==> src/rtl/score_session_ctrl.sv <==
`default_nettype none
// ============================================================================
//  Module   : score_session_ctrl
//  Purpose  : Session controller and round-robin arbiter in front of the score
//             tally/averager. It merges N_REQ score sources onto the tally's
//             single score/score_ready input. It clears the tally at session
//             start and counts accepted scores. After MAX_SCORES scores it ends
//             the session and raises done.
//  Revision : 1.0 - initial release
// ----------------------------------------------------------------------------
//  Ports
//    clk               in   1         system clock, rising edge
//    reset             in   1         asynchronous, active-low reset
//    start             in   1         begin new session (level, IDLE/DONE only)
//    abort             in   1         cancel session immediately
//    req               in   N_REQ     per-source score valid, held until granted
//    score_in          in   4*N_REQ   per-source 4-bit score, source i at [4i+3:4i]
//    grant             out  N_REQ     one-hot, 1-cycle acknowledge to the winner
//    tally_clr         out  1         1-cycle clear pulse to the tally
//    tally_score       out  4         score forwarded to the tally
//    tally_score_ready out  1         1-cycle strobe to the tally
//    scores_taken      out  CNT_W     scores accepted this session
//    busy              out  1         high in CLEAR/RUN/DRAIN
//    done              out  1         high in DONE
//    timed_out         out  1         session ended by the idle timeout
//  Configuration macro
//    SCORE_TIMEOUT_EN  enables the RUN idle timeout. When it is not defined,
//                      timed_out is tied low.
// ============================================================================
module score_session_ctrl #(
  parameter int N_REQ          = 4,
  parameter int MAX_SCORES     = 1024,
  parameter int TIMEOUT_CYCLES = 48000,
  localparam int CNT_W         = $clog2(MAX_SCORES + 1)
) (
  input  logic               clk,
  input  logic               reset,
  input  logic               start,
  input  logic               abort,
  input  logic [N_REQ-1:0]   req,
  input  logic [4*N_REQ-1:0] score_in,
  output logic [N_REQ-1:0]   grant,
  output logic               tally_clr,
  output logic [3:0]         tally_score,
  output logic               tally_score_ready,
  output logic [CNT_W-1:0]   scores_taken,
  output logic               busy,
  output logic               done,
  output logic               timed_out
);

  localparam int PTR_W = (N_REQ > 1) ? $clog2(N_REQ) : 1;

  typedef enum logic [2:0] {
    IDLE  = 3'd0,
    CLEAR = 3'd1,
    RUN   = 3'd2,
    DRAIN = 3'd3,
    DONE  = 3'd4
  } state_t;

  state_t             state;
  state_t             state_nxt;
  logic [PTR_W-1:0]   rr_ptr;
  logic               win_found;
  logic [PTR_W-1:0]   win_idx;
  logic [3:0]         win_score;
  logic               take;
  logic               timeout_hit;

  // --------------------------------------------------------------------------
  // Round-robin search. Offset k counts positions after the pointer, so the
  // first hit in k order is the lowest index at or after rr_ptr, wrapping
  // modulo N_REQ. The inner loop keeps every req/score select at a constant
  // index.
  // --------------------------------------------------------------------------
  always_comb begin
    win_found = 1'b0;
    win_idx   = '0;
    win_score = '0;
    for (int k = 0; k < N_REQ; k++) begin
      for (int i = 0; i < N_REQ; i++) begin
        if (!win_found && req[i] && (i == ((int'(rr_ptr) + k) % N_REQ))) begin
          win_found = 1'b1;
          win_idx   = PTR_W'(i);
          win_score = score_in[4*i +: 4];
        end
      end
    end
  end

  // --------------------------------------------------------------------------
  // Optional idle timeout
  // --------------------------------------------------------------------------
`ifdef SCORE_TIMEOUT_EN
  localparam int IDLE_W = $clog2(TIMEOUT_CYCLES + 1);

  logic [IDLE_W-1:0] idle_cnt;
  logic              timed_out_r;

  // The counter holds the number of grant-free RUN cycles already completed.
  // The timeout fires on the cycle that would make that count TIMEOUT_CYCLES.
  assign timeout_hit = (state == RUN) && !abort && !win_found &&
                       (idle_cnt == IDLE_W'(TIMEOUT_CYCLES - 1));

  always_ff @(posedge clk or negedge reset) begin
    if (!reset) begin
      idle_cnt    <= '0;
      timed_out_r <= 1'b0;
    end else begin
      if (state == CLEAR) begin
        idle_cnt    <= '0;
        timed_out_r <= 1'b0;
      end else if (state == RUN) begin
        if (take) begin
          idle_cnt <= '0;
        end else if (!timeout_hit) begin
          idle_cnt <= idle_cnt + IDLE_W'(1);
        end
        if (timeout_hit) begin
          timed_out_r <= 1'b1;
        end
      end
    end
  end

  assign timed_out = timed_out_r;
`else
  assign timeout_hit = 1'b0;
  assign timed_out   = 1'b0;
`endif

  // --------------------------------------------------------------------------
  // FSM: state register
  // --------------------------------------------------------------------------
  always_ff @(posedge clk or negedge reset) begin
    if (!reset) begin
      state <= IDLE;
    end else begin
      state <= state_nxt;
    end
  end

  // --------------------------------------------------------------------------
  // FSM: next state and grant decision
  // --------------------------------------------------------------------------
  always_comb begin
    state_nxt = state;
    take      = 1'b0;
    case (state)
      IDLE: begin
        if (start && !abort) begin
          state_nxt = CLEAR;
        end
      end
      CLEAR: begin
        state_nxt = abort ? IDLE : RUN;
      end
      RUN: begin
        if (abort) begin
          state_nxt = IDLE;
        end else if (win_found && (scores_taken != CNT_W'(MAX_SCORES))) begin
          take = 1'b1;
          // The final grant and the move to DRAIN happen on the same edge.
          if (scores_taken == CNT_W'(MAX_SCORES - 1)) begin
            state_nxt = DRAIN;
          end
        end else if (timeout_hit) begin
          state_nxt = DRAIN;
        end
      end
      DRAIN: begin
        state_nxt = abort ? IDLE : DONE;
      end
      DONE: begin
        if (abort) begin
          state_nxt = IDLE;
        end else if (start) begin
          state_nxt = CLEAR;
        end
      end
      default: begin
        state_nxt = IDLE;
      end
    endcase
  end

  // --------------------------------------------------------------------------
  // Registered datapath: grant, strobe, forwarded score, counter, rr pointer
  // --------------------------------------------------------------------------
  always_ff @(posedge clk or negedge reset) begin
    if (!reset) begin
      grant             <= '0;
      tally_score_ready <= 1'b0;
      tally_score       <= '0;
      scores_taken      <= '0;
      rr_ptr            <= '0;
    end else begin
      grant             <= '0;
      tally_score_ready <= 1'b0;
      if (state == CLEAR) begin
        scores_taken <= '0;
      end
      if (take) begin
        grant             <= N_REQ'(1) << win_idx;
        tally_score       <= win_score;
        tally_score_ready <= 1'b1;
        scores_taken      <= scores_taken + CNT_W'(1);
        rr_ptr            <= (win_idx == PTR_W'(N_REQ - 1)) ? '0 : (win_idx + PTR_W'(1));
      end
    end
  end

  // These outputs decode the state register directly, so they stay registered.
  assign tally_clr = (state == CLEAR);
  assign busy      = (state == CLEAR) || (state == RUN) || (state == DRAIN);
  assign done      = (state == DONE);

endmodule
`default_nettype wire

==> config.mk <==
export PLATFORM = sky130hd
export DESIGN_NAME = score_session_ctrl
export DESIGN_NICKNAME = d
export VERILOG_FILES = /design/src/rtl/score_session_ctrl.sv
export SDC_FILE = /design/constraint.sdc
export NUM_CORES = 1
export LEC_CHECK = 0
export CELL_PAD_IN_SITES_DETAIL_PLACEMENT = 1
export CELL_PAD_IN_SITES_GLOBAL_PLACEMENT = 1
export CORE_UTILIZATION = 40
export CTS_BUF_LIST = sky130_fd_sc_hd__clkbuf_16
export CTS_CLUSTER_SIZE = 30
export DETAILED_ROUTE_END_ITERATION = 8
export HOLD_SLACK_MARGIN = 0.12
export PLACE_DENSITY_LB_ADDON = 0.1
export REMOVE_ABC_BUFFERS = 1
export SLEW_MARGIN = 5
export SYNTH_ARGS = -nofsm -noshare
export SYNTH_HDL_FRONTEND = slang
export SYNTH_SLANG_ARGS = --single-unit
==> constraint.sdc <==
create_clock -name clk -period 5 [get_ports clk]
set_clock_uncertainty 0.05 [all_clocks]
set_input_delay 1 -clock clk [delete_from_list [all_inputs] [get_ports clk]]
set_output_delay 1 -clock clk [all_outputs]
set_load 0.01 [all_outputs]
; Word-level counts from Yosys, hierarchy flattened
; Index checks and enable logic that the tools add are counted.
[word_totals]
in_bits = 24
out_inout_bits = 24
register_bits = 25
word_cells = 163
[op_classes]
n_bitwise = 3
shift = 1
mux = 64
reduce_logical = 61
n_addsub = 5
eq_ne = 23
[op_table]
columns = cell, count
row1 = $logic_not 32->1, 4
row2 = $mux 4, 17
row3 = $logic_and 1x1->1, 33
row4 = $mux 2, 16
row5 = $mux 11, 2
row6 = $mux 1, 21
row7 = $mux 3, 7
row8 = $eq 3x3->1 const A, 6
row9 = $logic_not 1->1, 16
row10 = $pmux 3 s5, 1
row11 = $add 11x1->11 const B, 1
row12 = $eq 11x10->1 const B, 1
row13 = $ne 11x11->1 const B, 1
row14 = $eq 2x3->1 const A, 3
row15 = $ne 3x3->1 const B, 3
row16 = $eq 3x2->1 const B, 2
row17 = $reduce_or 2->1, 3
row18 = $add 2x1->2 const B, 2
row19 = $add 2x2->2 const B, 2
row20 = $eq 2x2->1 const A, 2
row21 = $reduce_and 4->1, 1
row22 = $shl 1x2->4 const A, 1
row23 = $and 1x1->1 const A, 3
row24 = $eq 3x1->1 const B, 1
row25 = 7 further kinds, 8

; Logic depth before layout (Yosys ltp)
; Gate-level depths: netlist of the first run.
[logic_depth]
word_depth = 68
depth_mapped = 10
ltp_nobuf = 8

; Least setup slack after synthesis of the first run
; Ideal clock, no wire load.
[synth_timing]
path_type = input to register
start = input req[1]
end = register grant[0]
path_stages = 7
required_ns = 4.831
t_arrival_ns = 2.404
setup_time_ns = 0.119
path_buffers = 2
path_slack_ns = 2.427
cell_sequence = clkbuf_1 > clkbuf_1 > a21oi_1 > a221oi_1 > inv_1 > ha_1 > and2_1
[synth_via]
elab_chain_len = 64
word_cells_on_any_way = 80
cone_classes = shift: 1 / mux: 34 / reduce/logical: 45
[synth_lines]
columns = element, line_no
row1 = from (decl), 40  ; input logic [N_REQ-1:0] req,
row2 = $logic_and 1x1->1 (2 in a row), 83  ; if (!win_found && req[i] && (i == ((int'(rr_ptr) + k) % N_REQ))) begin
row3 = $mux 1, 83
row4 = $logic_not 1->1, 83
row5 = $logic_and 1x1->1 (2 in a row), 83
row6 = $mux 1, 83
row7 = $logic_not 1->1, 83
row8 = $logic_and 1x1->1 (2 in a row), 83
row9 = $mux 1, 83
row10 = [... 44 more ...], --
row11 = $logic_not 1->1, 83
row12 = $logic_and 1x1->1 (2 in a row), 83
row13 = $mux 1, 83
row14 = $logic_and 1x1->1, 162  ; end else if (win_found && (scores_taken != CNT_W'(MAX_SCORES))) begin
row15 = $mux 1, 162
row16 = $mux 1, 160  ; if (abort) begin
row17 = $mux 1, 150  ; case (state)
row18 = $mux 4 *, 204  ; if (take) begin
row19 = to (signal assigned), 205  ; grant <= N_REQ'(1) << win_idx;
row20 = to (decl), 42  ; output logic [N_REQ-1:0] grant,
; Mark *: on every way between the ends. The rest lies on a longest branch, timed or not.
; A chain may end at the register's enable or synchronous reset.

; Final worst setup path of the first run
[layout_timing]
start = input req[0]
end = register tally_score[1]
[layout_via]
elab_chain_len = 66
word_cells_on_any_way = 82
cone_classes = mux: 35 / reduce/logical: 47
[layout_lines]
columns = element, line_no
row1 = $logic_and 1x1->1, 83
row2 = $mux 1, 83
row3 = $logic_not 1->1, 83
row4 = $logic_and 1x1->1 (2 in a row), 83
row5 = $mux 1, 83
row6 = $logic_not 1->1, 83
row7 = $logic_and 1x1->1 (2 in a row), 83
row8 = $mux 1, 83
row9 = [... 47 more ...], --
row10 = $mux 1, 83
row11 = $logic_not 1->1, 83
row12 = $logic_and 1x1->1 (2 in a row), 83
row13 = $mux 1, 83
row14 = $logic_and 1x1->1, 162
row15 = $mux 1, 162
row16 = $mux 1, 160
row17 = $mux 1, 150
row18 = to (signal assigned), 206  ; tally_score <= win_score;
row19 = to (decl), 44  ; output logic [3:0] tally_score,
; Several ways; a longest one is shown, not always the timed one.

==> impl_metrics.toml, run 1 <==
[synth]
synth_top_flop_cell = "sky130_fd_sc_hd__dfrtp_1"
postSynthCellCount = 253
sequential_share_of_the_synthesized_area_pct = 29.9
synth-seq-cells = 25
synth_area_sq_um = 2090
synth-edff-count = 0
async_reset_ff_share_pct = 100
synthesis.area_per_instance_sq_um = 8.28
yosys_warnings = 0
number_of_distinct_library_cells_after_synthesis = 63

[floorplan]
die_width_um = 74.4
fp.coreArea_sq_um = 4880
initial_utilization_pct = 42.9
die_area_sq_um = 5530
ios = 48
die-height_um = 74.4
num_rows = 25

[power]
power_frac_clock_pct = 20.3
vdd_drop_max_uv = 148
power-per-cell-area_nw_per_um2 = 330
netSwitchingPower_w = 0.000352
intPower_w = 0.000520
cellLeakagePower_nw = 1.05
seq_power_share_pct = 36.3
p_sw_share_pct = 40.4
power.combinational.fraction_pct = 43.4

[timing]
timing.max_slew.rel_slack_pct = 37.5
rsz0062_at_grt = "no"
timing.fmax_mhz = 279
tightestPinTransition_ns = 0.938
worst_hold_slack_ns = 0.495
slew_viol_final = 0
min_period_over_period_pct = 71.7
layout_min_cycle_time_ns = 3.58
final-setup-viol-count = 0
finalHoldViolCount = 0
final.setup.tns_ns = 0

[clock_network]
path_clk_slew_ns = 0.07
tritoncts_clock_tree = "done"
h-tree-depth = 1
count_of_hold_buffers_inserted_by_post_cts_repair = 0
cts.repair.resized = 0
post_cts_repair_setup_buffers = 0
clockBufferDepth = 2
number_of_buffers_added_by_the_clock_tree_synthesis_step = 3
clock_sinks = 25
clock_latency_reported_for_the_late_side_of_the_worst_skew_pair_ns = 0.26
ctsRootBufferMaster = "sky130_fd_sc_hd__clkbuf_16"

[detailed_routing]
detail_route.iter0.violations = 136
antenna_violating_nets_post_route = 0
post-route-drc-count = 0
routed_wirelength_um = 6440
drt_pre_antenna_iters = 4
wl_per_cell_um = 18.1
per_cell_via_count_in_the_routed_design = 6.05
route.vias.total = 2155

[grt]
number_of_global_route_vias_before_repair = 2214
globalRouteOverflowTotal = 0
grt_max_degree = 32
grt_pass1_wl_um = 10900
globalRouteTotalUtil_pct = 25.6
grt_antenna_before_repair = 0

[worst_setup_path]
setup.worst_path.start_class = "input pin"
cp.required_ns = 5.08
cp_data_arrival_time_ns = 3.66
critical_path_class = "in -> reg"
worstPathCellList = "clkdlybuf4s50_1 > nor2_1 > a21o_1 > or3_1 > inv_2 > mux2i_1 > a21oi_1"
worst_path_buffer_plus_inverter_count = 2
timing.critical_path.max_delay_family = "buffers and inverters"
worstPathMaxFanout = 22
worst_path_max_delay_cell = "sky130_fd_sc_hd__clkdlybuf4s50_1"
endpoint_kind = "register"
critPathMaxStageDelay_ns = 0.87

[layout]
drive_above_1_share_pct = 5.54
syn2layout_area_growth_pct = 26.5
highest_count_cells_in_the_layout_ignoring_fill_and_taps = "sky130_fd_sc_hd__clkdlybuf4s50_1 (46), sky130_fd_sc_hd__dfrtp_1 (25), sky130_fd_sc_hd__nand3_1 (19)"
layout.core_utilization_pct = 54.3
antennaDiodeCount = 0
num-nets-final = 320
layout.filler_cells = 594
mostFrequentLayoutCell = "sky130_fd_sc_hd__clkdlybuf4s50_1"

[placement]
final_hpwl_from_detailed_placement_um = 4650
portBuffers = 46
gp_congestion = 0.870

[hold_path]
worstHoldPathType = "reg -> reg"

[run_status]
status = "finished clean"

[flow_run]
number_of_max_cap_violations = 0
-- cell usage after synthesis, types with 4 or more instances --
master	number	area, sq um
sky130_fd_sc_hd__a21oi_1	9	45.0
sky130_fd_sc_hd__buf_2	4	20.0
sky130_fd_sc_hd__or3_1	4	25.0
sky130_fd_sc_hd__nor2b_1	7	43.8
sky130_fd_sc_hd__inv_1	12	45.0
sky130_fd_sc_hd__dfrtp_1	25	626
sky130_fd_sc_hd__nor2_1	13	48.8
sky130_fd_sc_hd__nor3b_1	4	30.0
sky130_fd_sc_hd__nor3_1	7	35.0
sky130_fd_sc_hd__ha_1	6	75.1
sky130_fd_sc_hd__o21ai_0	18	90.1
sky130_fd_sc_hd__nand3_1	19	95.1
sky130_fd_sc_hd__and2_1	9	56.3
sky130_fd_sc_hd__clkbuf_1	9	33.8
sky130_fd_sc_hd__o211ai_1	6	45.0
sky130_fd_sc_hd__a22o_1	4	35.0
sky130_fd_sc_hd__o2111ai_1	4	35.0
sky130_fd_sc_hd__nand2_1	17	63.8
-- final cells by class --
| type | instances | area, sq um | share of cell area, % |
|---|---|---|---|
| clock buffer | 3 | 75.1 | 2.83 |
| clock inverter | 1 | 3.75 | 0.142 |
| inverter | 13 | 48.8 | 1.84 |
| multi-input combinational | 197 | 1320 | 49.9 |
| sequential | 25 | 626 | 23.6 |
| tap | 67 | 83.8 | 3.16 |
| timing repair buffer | 50 | 490 | 18.5 |
-- cells by family after synthesis --
kind of cell	count (synthesis)	share of synthesized area [%]
AOI/OAI and AO/OA	78	27.1
xor gates and xnor gates	3	1.25
adders and majority gates	6	3.58
buffers and inverters	31	7.05
DFF	25	29.9
muxes	2	0.956
other	1	0.179
and+or+nand+nor	107	30.0
-- power groups by stage --
stage,Clock (W),Combinational [W],Sequential (W)
floorplan,0,0.000218,0.000301
global placement,0,0.000364,0.000315
detailed placement,0,0.000376,0.000316
CTS,0.000179,0.000377,0.000315
global route,0.000186,0.000419,0.000325
finish,0.000177,0.000378,0.000317
-- worst register-to-register path: stages, from the launching register on --
cell                       delay [ns]
sky130_fd_sc_hd__dfrtp_1         0.42
sky130_fd_sc_hd__inv_1           0.11
sky130_fd_sc_hd__ha_1            0.15
sky130_fd_sc_hd__or4b_1          0.51
sky130_fd_sc_hd__nor4_4          0.21
sky130_fd_sc_hd__or3_1           0.51
sky130_fd_sc_hd__inv_2           0.30
sky130_fd_sc_hd__and3_1          0.24
sky130_fd_sc_hd__a211oi_2        0.16
-- through the flow --
step | instances | setup slack (ns) | total power [W] | instance area, sq um
global placement | 352 | 1.30 | 0.000678 | 2570
floorplan | 235 | 2.54 | 0.000519 | 2000
global route | 356 | 1.22 | 0.000929 | 2650
finish | 356 | 1.42 | 0.000873 | 2650
detailed placement | 352 | 1.19 | 0.000692 | 2570
CTS | 356 | 1.41 | 0.000871 | 2650
-- sequential cells by signal (all words and copies together), names as in the netlist --
name,count
tally_score_ready,1
rr_ptr,2
state,3
scores_taken,11
grant,4
tally_score,4
-- routing by layer --
layer,vias up,part of all wire [%],GRT usage (%)
li1,1019,-,-
met1,1045,45,33.8
met2,76,49,43.1
met3,15,4.7,2.85
met4,0,2.2,9.01
met5,-,0,0
-- worst paths after layout --
kind	start	endpoint	slack, ns	depth (start not counted)
min in group asynchronous	reset	scores_taken[9]	1.06	2
worst min register to register	state[2]	state[1]	0.49	1
worst max-delay path	req[0]	tally_score[1]	1.42	7
worst min-delay path	state[2]	state[1]	0.49	1
max in group asynchronous	reset	rr_ptr[0]	3.59	2
worst max register to register	scores_taken[1]	tally_score[3]	2.25	8
Power figures use the tool's default switching activity.
==> run 2: changes to the inputs <==
--- a/config.mk
+++ b/config.mk
@@ -7,7 +7,7 @@
 export LEC_CHECK = 0
 export CELL_PAD_IN_SITES_DETAIL_PLACEMENT = 1
 export CELL_PAD_IN_SITES_GLOBAL_PLACEMENT = 1
-export CORE_UTILIZATION = 40
+export CORE_UTILIZATION = 37
 export CTS_BUF_LIST = sky130_fd_sc_hd__clkbuf_16
 export CTS_CLUSTER_SIZE = 30
 export DETAILED_ROUTE_END_ITERATION = 8
==> constraint.sdc (replaced) <==
create_clock -name clk -period 3.7 [get_ports clk]
set_clock_uncertainty 0.05 [all_clocks]
set_input_delay 0.74 -clock clk [delete_from_list [all_inputs] [get_ports clk]]
set_output_delay 0.74 -clock clk [all_outputs]
set_load 0.01 [all_outputs]
==> run 2 against run 1 <==
Global-route usage shrank 3.0 points. First-iteration DRC count shrank 28%. Highest routed layer unchanged. Sequential share of layout area shrank 0.61 points. Core utilization shrank 4.6 points. Sequential power grew 24%.
==> impl_metrics.toml, run 2 (synthesis gave the netlist of run 1 again) <==
[run_status]
status = "finished clean"

[detailed_routing]
wl_per_cell_um = 16.9
detail_route.iter0.violations = 98
antenna_violating_nets_post_route = 0
route.vias.total = 2156
post-route-drc-count = 0
drt_pre_antenna_iters = 4
routed_wirelength_um = 6250
per_cell_via_count_in_the_routed_design = 5.84

[worst_setup_path]
timing.critical_path.max_delay_family = "buffers and inverters"
setup_slack_of_the_most_critical_reg_to_reg_path_ns = 1.34
worst_path_buffer_plus_inverter_count = 2
worst_path_max_delay_cell = "sky130_fd_sc_hd__clkdlybuf4s50_1"
worstPathMaxFanout = 17
critPathMaxStageDelay_ns = 0.74
critical_path_class = "in -> reg"
cp_data_arrival_time_ns = 2.90
worstPathCellList = "clkdlybuf4s50_1 > nor2_1 > a21o_1 > or3_1 > buf_4 > nor4_1 > a21oi_1"
endpoint_kind = "register"
regToRegEndpoint = "grant[2]"
cp.required_ns = 3.79
setup.worst_path.start_class = "input pin"
reg2reg_depth = 5
crit-reg2reg-launch = "rr_ptr[0]"

[layout]
layout.filler_cells = 688
largest_register = "scores_taken"
syn2layout_area_growth_pct = 29.8
drive_above_1_share_pct = 8.42
largest_reg_flops = 11
instances_no_fill = 369
antennaDiodeCount = 0
mostFrequentLayoutCell = "sky130_fd_sc_hd__clkdlybuf4s50_1"
largest_registers = "scores_taken: 11 flops, grant: 4 flops, tally_score: 4 flops"
highest_count_cells_in_the_layout_ignoring_fill_and_taps = "sky130_fd_sc_hd__clkdlybuf4s50_1 (46), sky130_fd_sc_hd__dfrtp_1 (25), sky130_fd_sc_hd__nand3_1 (19)"
num-nets-final = 328

[floorplan]
initial_utilization_pct = 38.3
die_area_sq_um = 5970
die-height_um = 77.2
num_rows = 27
fp.coreArea_sq_um = 5470
ios = 48
die_width_um = 77.2

[timing]
final.setup.tns_ns = 0
rsz0062_at_grt = "no"
finalHoldViolCount = 0
tightestPinTransition_ns = 0.726
min_period_over_period_pct = 75.7
postLayoutSetupSlackWorst_ns = 0.897
final-setup-viol-count = 0
timing.max_slew.rel_slack_pct = 51.6
timing.fmax_mhz = 357
slew_viol_final = 0
layout_min_cycle_time_ns = 2.80

[clock_network]
clockBufferDepth = 2
clock_sinks = 25
h-tree-depth = 1
count_of_hold_buffers_inserted_by_post_cts_repair = 0
number_of_buffers_added_by_the_clock_tree_synthesis_step = 3
cts.repair.resized = 0
post_cts_repair_setup_buffers = 0
path_clk_slew_ns = 0.07
clock_latency_reported_for_the_late_side_of_the_worst_skew_pair_ns = 0.27
tritoncts_clock_tree = "done"
ctsRootBufferMaster = "sky130_fd_sc_hd__clkbuf_16"

[power]
cellLeakagePower_nw = 1.08
report.power.total_w = 0.00120
vdd_drop_max_uv = 233
power-per-cell-area_nw_per_um2 = 442

[placement]
post-place-cells = 365
place_worst_setup_slack_ns = 0.658
final_hpwl_from_detailed_placement_um = 4700
gp_congestion = 0.876
portBuffers = 46

[hold_path]
min_to = "state[1]"
timing.hold.worst_path_depth = 1
worstHoldPathType = "reg -> reg"
holdCritStartpoint = "state[2]"

[grt]
grt_antenna_before_repair = 0
globalRouteOverflowTotal = 0
number_of_global_route_vias_before_repair = 2126
globalRouteTotalUtil_pct = 22.6
grt_pass1_wl_um = 10700
grt_max_degree = 26

[flow_run]
number_of_max_cap_violations = 0
-- run 2: area by class of cell --
class                           count  area [sq um]  area share (%)
Timing Repair Buffer               58           551            20.2
Multi-Input combinational cell    197          1320            48.6
Tap cell                           72          90.1            3.31
Sequential cell                    25           626            23.0
Clock inverter                      1          7.51           0.276
Clock buffer                        3          75.1            2.76
Inverter                           13          48.8            1.79
-- run 2: metrics by stage --
stage          util [%]  hold slack (ns)  area, sq um
2_1_floorplan         -            0.394         2000
3_3_place_gp       48.2            0.491         2640
3_5_place_dp       48.2            0.495         2640
4_1_cts            49.7            0.501         2720
5_1_grt            49.7            0.538         2720
6_report           49.7            0.489         2720
-- run 2: how the worst max path moves through the flow --
stage                          from             end  slack [ns]  cells after the start
finish                       req[2]  tally_score[1]        0.90                      7
detailed placement           req[2]  tally_score[1]        0.66                      7
CTS                          req[2]  tally_score[1]        0.90                      7
floorplan           scores_taken[1]  tally_score[3]        1.34                      8
global placement             req[2]  tally_score[1]        0.66                      7
global route                 req[2]  tally_score[1]        0.82                      7
-- run 2: layer usage --
metal / wire length, um / global-route usage (%) / vias up / part of all wire (%)
li1: - / - / 1038 / -
met1: 3060 / 30.5 / 1057 / 49
met2: 2910 / 36.9 / 54 / 46
met3: 207 / 2.74 / 7 / 3.3
met4: 82 / 7.74 / 0 / 1.3
met5: 0 / 0 / - / 0
-- run 2: worst register-to-register path: stages, from the launching register on --
cell                       delay [ns]
sky130_fd_sc_hd__dfrtp_1         0.81
sky130_fd_sc_hd__inv_1           0.32
sky130_fd_sc_hd__a221oi_1        0.59
sky130_fd_sc_hd__inv_1           0.13
sky130_fd_sc_hd__ha_1            0.22
sky130_fd_sc_hd__and2_1          0.13
-- run 2: where the power goes --
part	total, W	internal, W	switching (W)
Combinational	0.000554	0.000260	0.000294
Sequential	0.000394	0.000315	0.0000790
Clock	0.000253	0.000147	0.000106
==> run 3: changes to the inputs <==
==> constraint.sdc (replaced) <==
create_clock -name clk -period 2.83 [get_ports clk]
set_clock_uncertainty 0.05 [all_clocks]
set_input_delay 0.566 -clock clk [delete_from_list [all_inputs] [get_ports clk]]
set_output_delay 0.566 -clock clk [all_outputs]
set_load 0.01 [all_outputs]
==> run 3 against run 2 <==
Worst hold slack improved by 0.012 ns. Register-to-register slack got worse by 0.79 ns. Power increased by 32%. Non-clock buffer count increased by 6. Combinational power increased by 36%. Count of clock-buffer cells in the layout unchanged. Sequential power increased by 31%. Wire length increased by 1.3%. Clock power increased by 21%. Die area unchanged. Cell count increased by 1.6%. First-iteration DRC count decreased by 18%.
==> impl_metrics.toml, run 3 (synthesis gave the netlist of run 1 again) <==
[worst_setup_path]
critical_path_class = "reg -> out"
reg2reg_depth = 8
crit-reg2reg-launch = "scores_taken[1]"
cp.required_ns = 2.21
regToRegEndpoint = "tally_score[3]"
worstPathMaxFanout = 7
setup.worst_path.start_class = "register"
setup_slack_of_the_most_critical_reg_to_reg_path_ns = 0.55
cp_data_arrival_time_ns = 1.92
endpoint_kind = "output pin"

[layout]
num-nets-final = 334
syn2layout_area_growth_pct = 31.8
mostFrequentLayoutCell = "sky130_fd_sc_hd__clkdlybuf4s50_1"
largest_reg_flops = 11
largest_registers = "scores_taken: 11 flops, grant: 4 flops, tally_score: 4 flops"
instances_no_fill = 375
highest_count_cells_in_the_layout_ignoring_fill_and_taps = "sky130_fd_sc_hd__clkdlybuf4s50_1 (46), sky130_fd_sc_hd__dfrtp_1 (25), sky130_fd_sc_hd__nand3_1 (19)"
layout.filler_cells = 668
largest_register = "scores_taken"
drive_above_1_share_pct = 10.2
antennaDiodeCount = 0

[placement]
portBuffers = 46
post-place-cells = 371
gp_congestion = 0.890
final_hpwl_from_detailed_placement_um = 4880

[power]
cellLeakagePower_nw = 1.12
vdd_drop_max_uv = 295
power-per-cell-area_nw_per_um2 = 572

[clock_network]
h-tree-depth = 1
tritoncts_clock_tree = "done"
number_of_buffers_added_by_the_clock_tree_synthesis_step = 3
post_cts_repair_setup_buffers = 0
path_clk_slew_ns = 0.07
ctsRootBufferMaster = "sky130_fd_sc_hd__clkbuf_16"
clock_sinks = 25
clockBufferDepth = 2
cts.repair.resized = 0
clock_latency_reported_for_the_late_side_of_the_worst_skew_pair_ns = 0.25
count_of_hold_buffers_inserted_by_post_cts_repair = 0

[grt]
number_of_global_route_vias_before_repair = 2206
grt_antenna_before_repair = 0
grt_pass1_wl_um = 11000
globalRouteOverflowTotal = 0
globalRouteTotalUtil_pct = 23.0
grt_max_degree = 26

[detailed_routing]
route.vias.total = 2151
post-route-drc-count = 0
wl_per_cell_um = 16.9
drt_pre_antenna_iters = 4
detail_route.iter0.violations = 80
routed_wirelength_um = 6340
antenna_violating_nets_post_route = 0
per_cell_via_count_in_the_routed_design = 5.74

[floorplan]
die_area_sq_um = 5970
ios = 48
die_width_um = 77.2
num_rows = 27
initial_utilization_pct = 38.3
die-height_um = 77.2
fp.coreArea_sq_um = 5470

[flow_run]
number_of_max_cap_violations = 0

[run_status]
status = "finished clean"

[hold_path]
holdCritStartpoint = "state[2]"
worstHoldPathType = "reg -> reg"
timing.hold.worst_path_depth = 1
min_to = "state[1]"

[timing]
final-setup-viol-count = 0
timing.fmax_mhz = 394
finalHoldViolCount = 0
rsz0062_at_grt = "no"
tightestPinTransition_ns = 0.598
worst_hold_slack_ns = 0.501
min_period_over_period_pct = 89.8
final.setup.tns_ns = 0
slew_viol_final = 0
layout_min_cycle_time_ns = 2.54
timing.max_slew.rel_slack_pct = 60.1
run 3: cell types whose count changed in the layout (fill, tap and decap cells not counted), sizes merged:
cell / delta
clkinv: +1
buf: +6
clkinvlp: -1
run 3: power breakdown:
part	internal, W	switching (W)	total, W
clock network	0.000190	0.000117	0.000307
logic	0.000365	0.000390	0.000756
registers	0.000412	0.000106	0.000518
total	0.000968	0.000613	0.00158
run 3: final cells by class:
type,instances,area [sq um],area share (%)
multi-input combinational,197,1320,47.8
sequential,25,626,22.7
timing repair buffer,64,596,21.6
tap,72,90.1,3.26
clock buffer,3,75.1,2.72
inverter,13,48.8,1.77
clock inverter,1,5.00,0.181
run 3: metrics by stage:
step | setup slack, ns | total power, W | utilization [%] | area, sq um
after floorplan | 0.474 | 0.000917 | - | 2000
after global placement | 0.193 | 0.00127 | 49.0 | 2680
after detailed placement | 0.126 | 0.00128 | 49.0 | 2680
after CTS | 0.279 | 0.00160 | 50.5 | 2760
after global routing | 0.216 | 0.00170 | 50.5 | 2760
final | 0.290 | 0.00158 | 50.5 | 2760
run 3: how the worst max path moves through the flow:
stage,cells past startpoint,from,endpoint,slack [ns]
floorplan,8,scores_taken[1],tally_score[3],0.47
global placement,8,req[0],grant[2],0.19
detailed placement,8,req[0],grant[2],0.13
CTS,3,state[2],tally_clr,0.28
global route,3,state[1],tally_clr,0.22
finish,3,state[1],tally_clr,0.29
run 3: critical path, cell delays in order (launching register included):
cell                              delay (ns)
sky130_fd_sc_hd__dfrtp_1                0.45
sky130_fd_sc_hd__or3b_2                 0.55
sky130_fd_sc_hd__inv_1                  0.13
sky130_fd_sc_hd__clkdlybuf4s50_1        0.54
run 3: layer usage:
metal,up-vias,GRT usage (%),part of all wire [%]
li1,1052,-,-
met1,1045,32.4,49
met2,50,37.5,47
met3,4,2.74,3.0
met4,0,4.91,0.84
met5,-,0,0
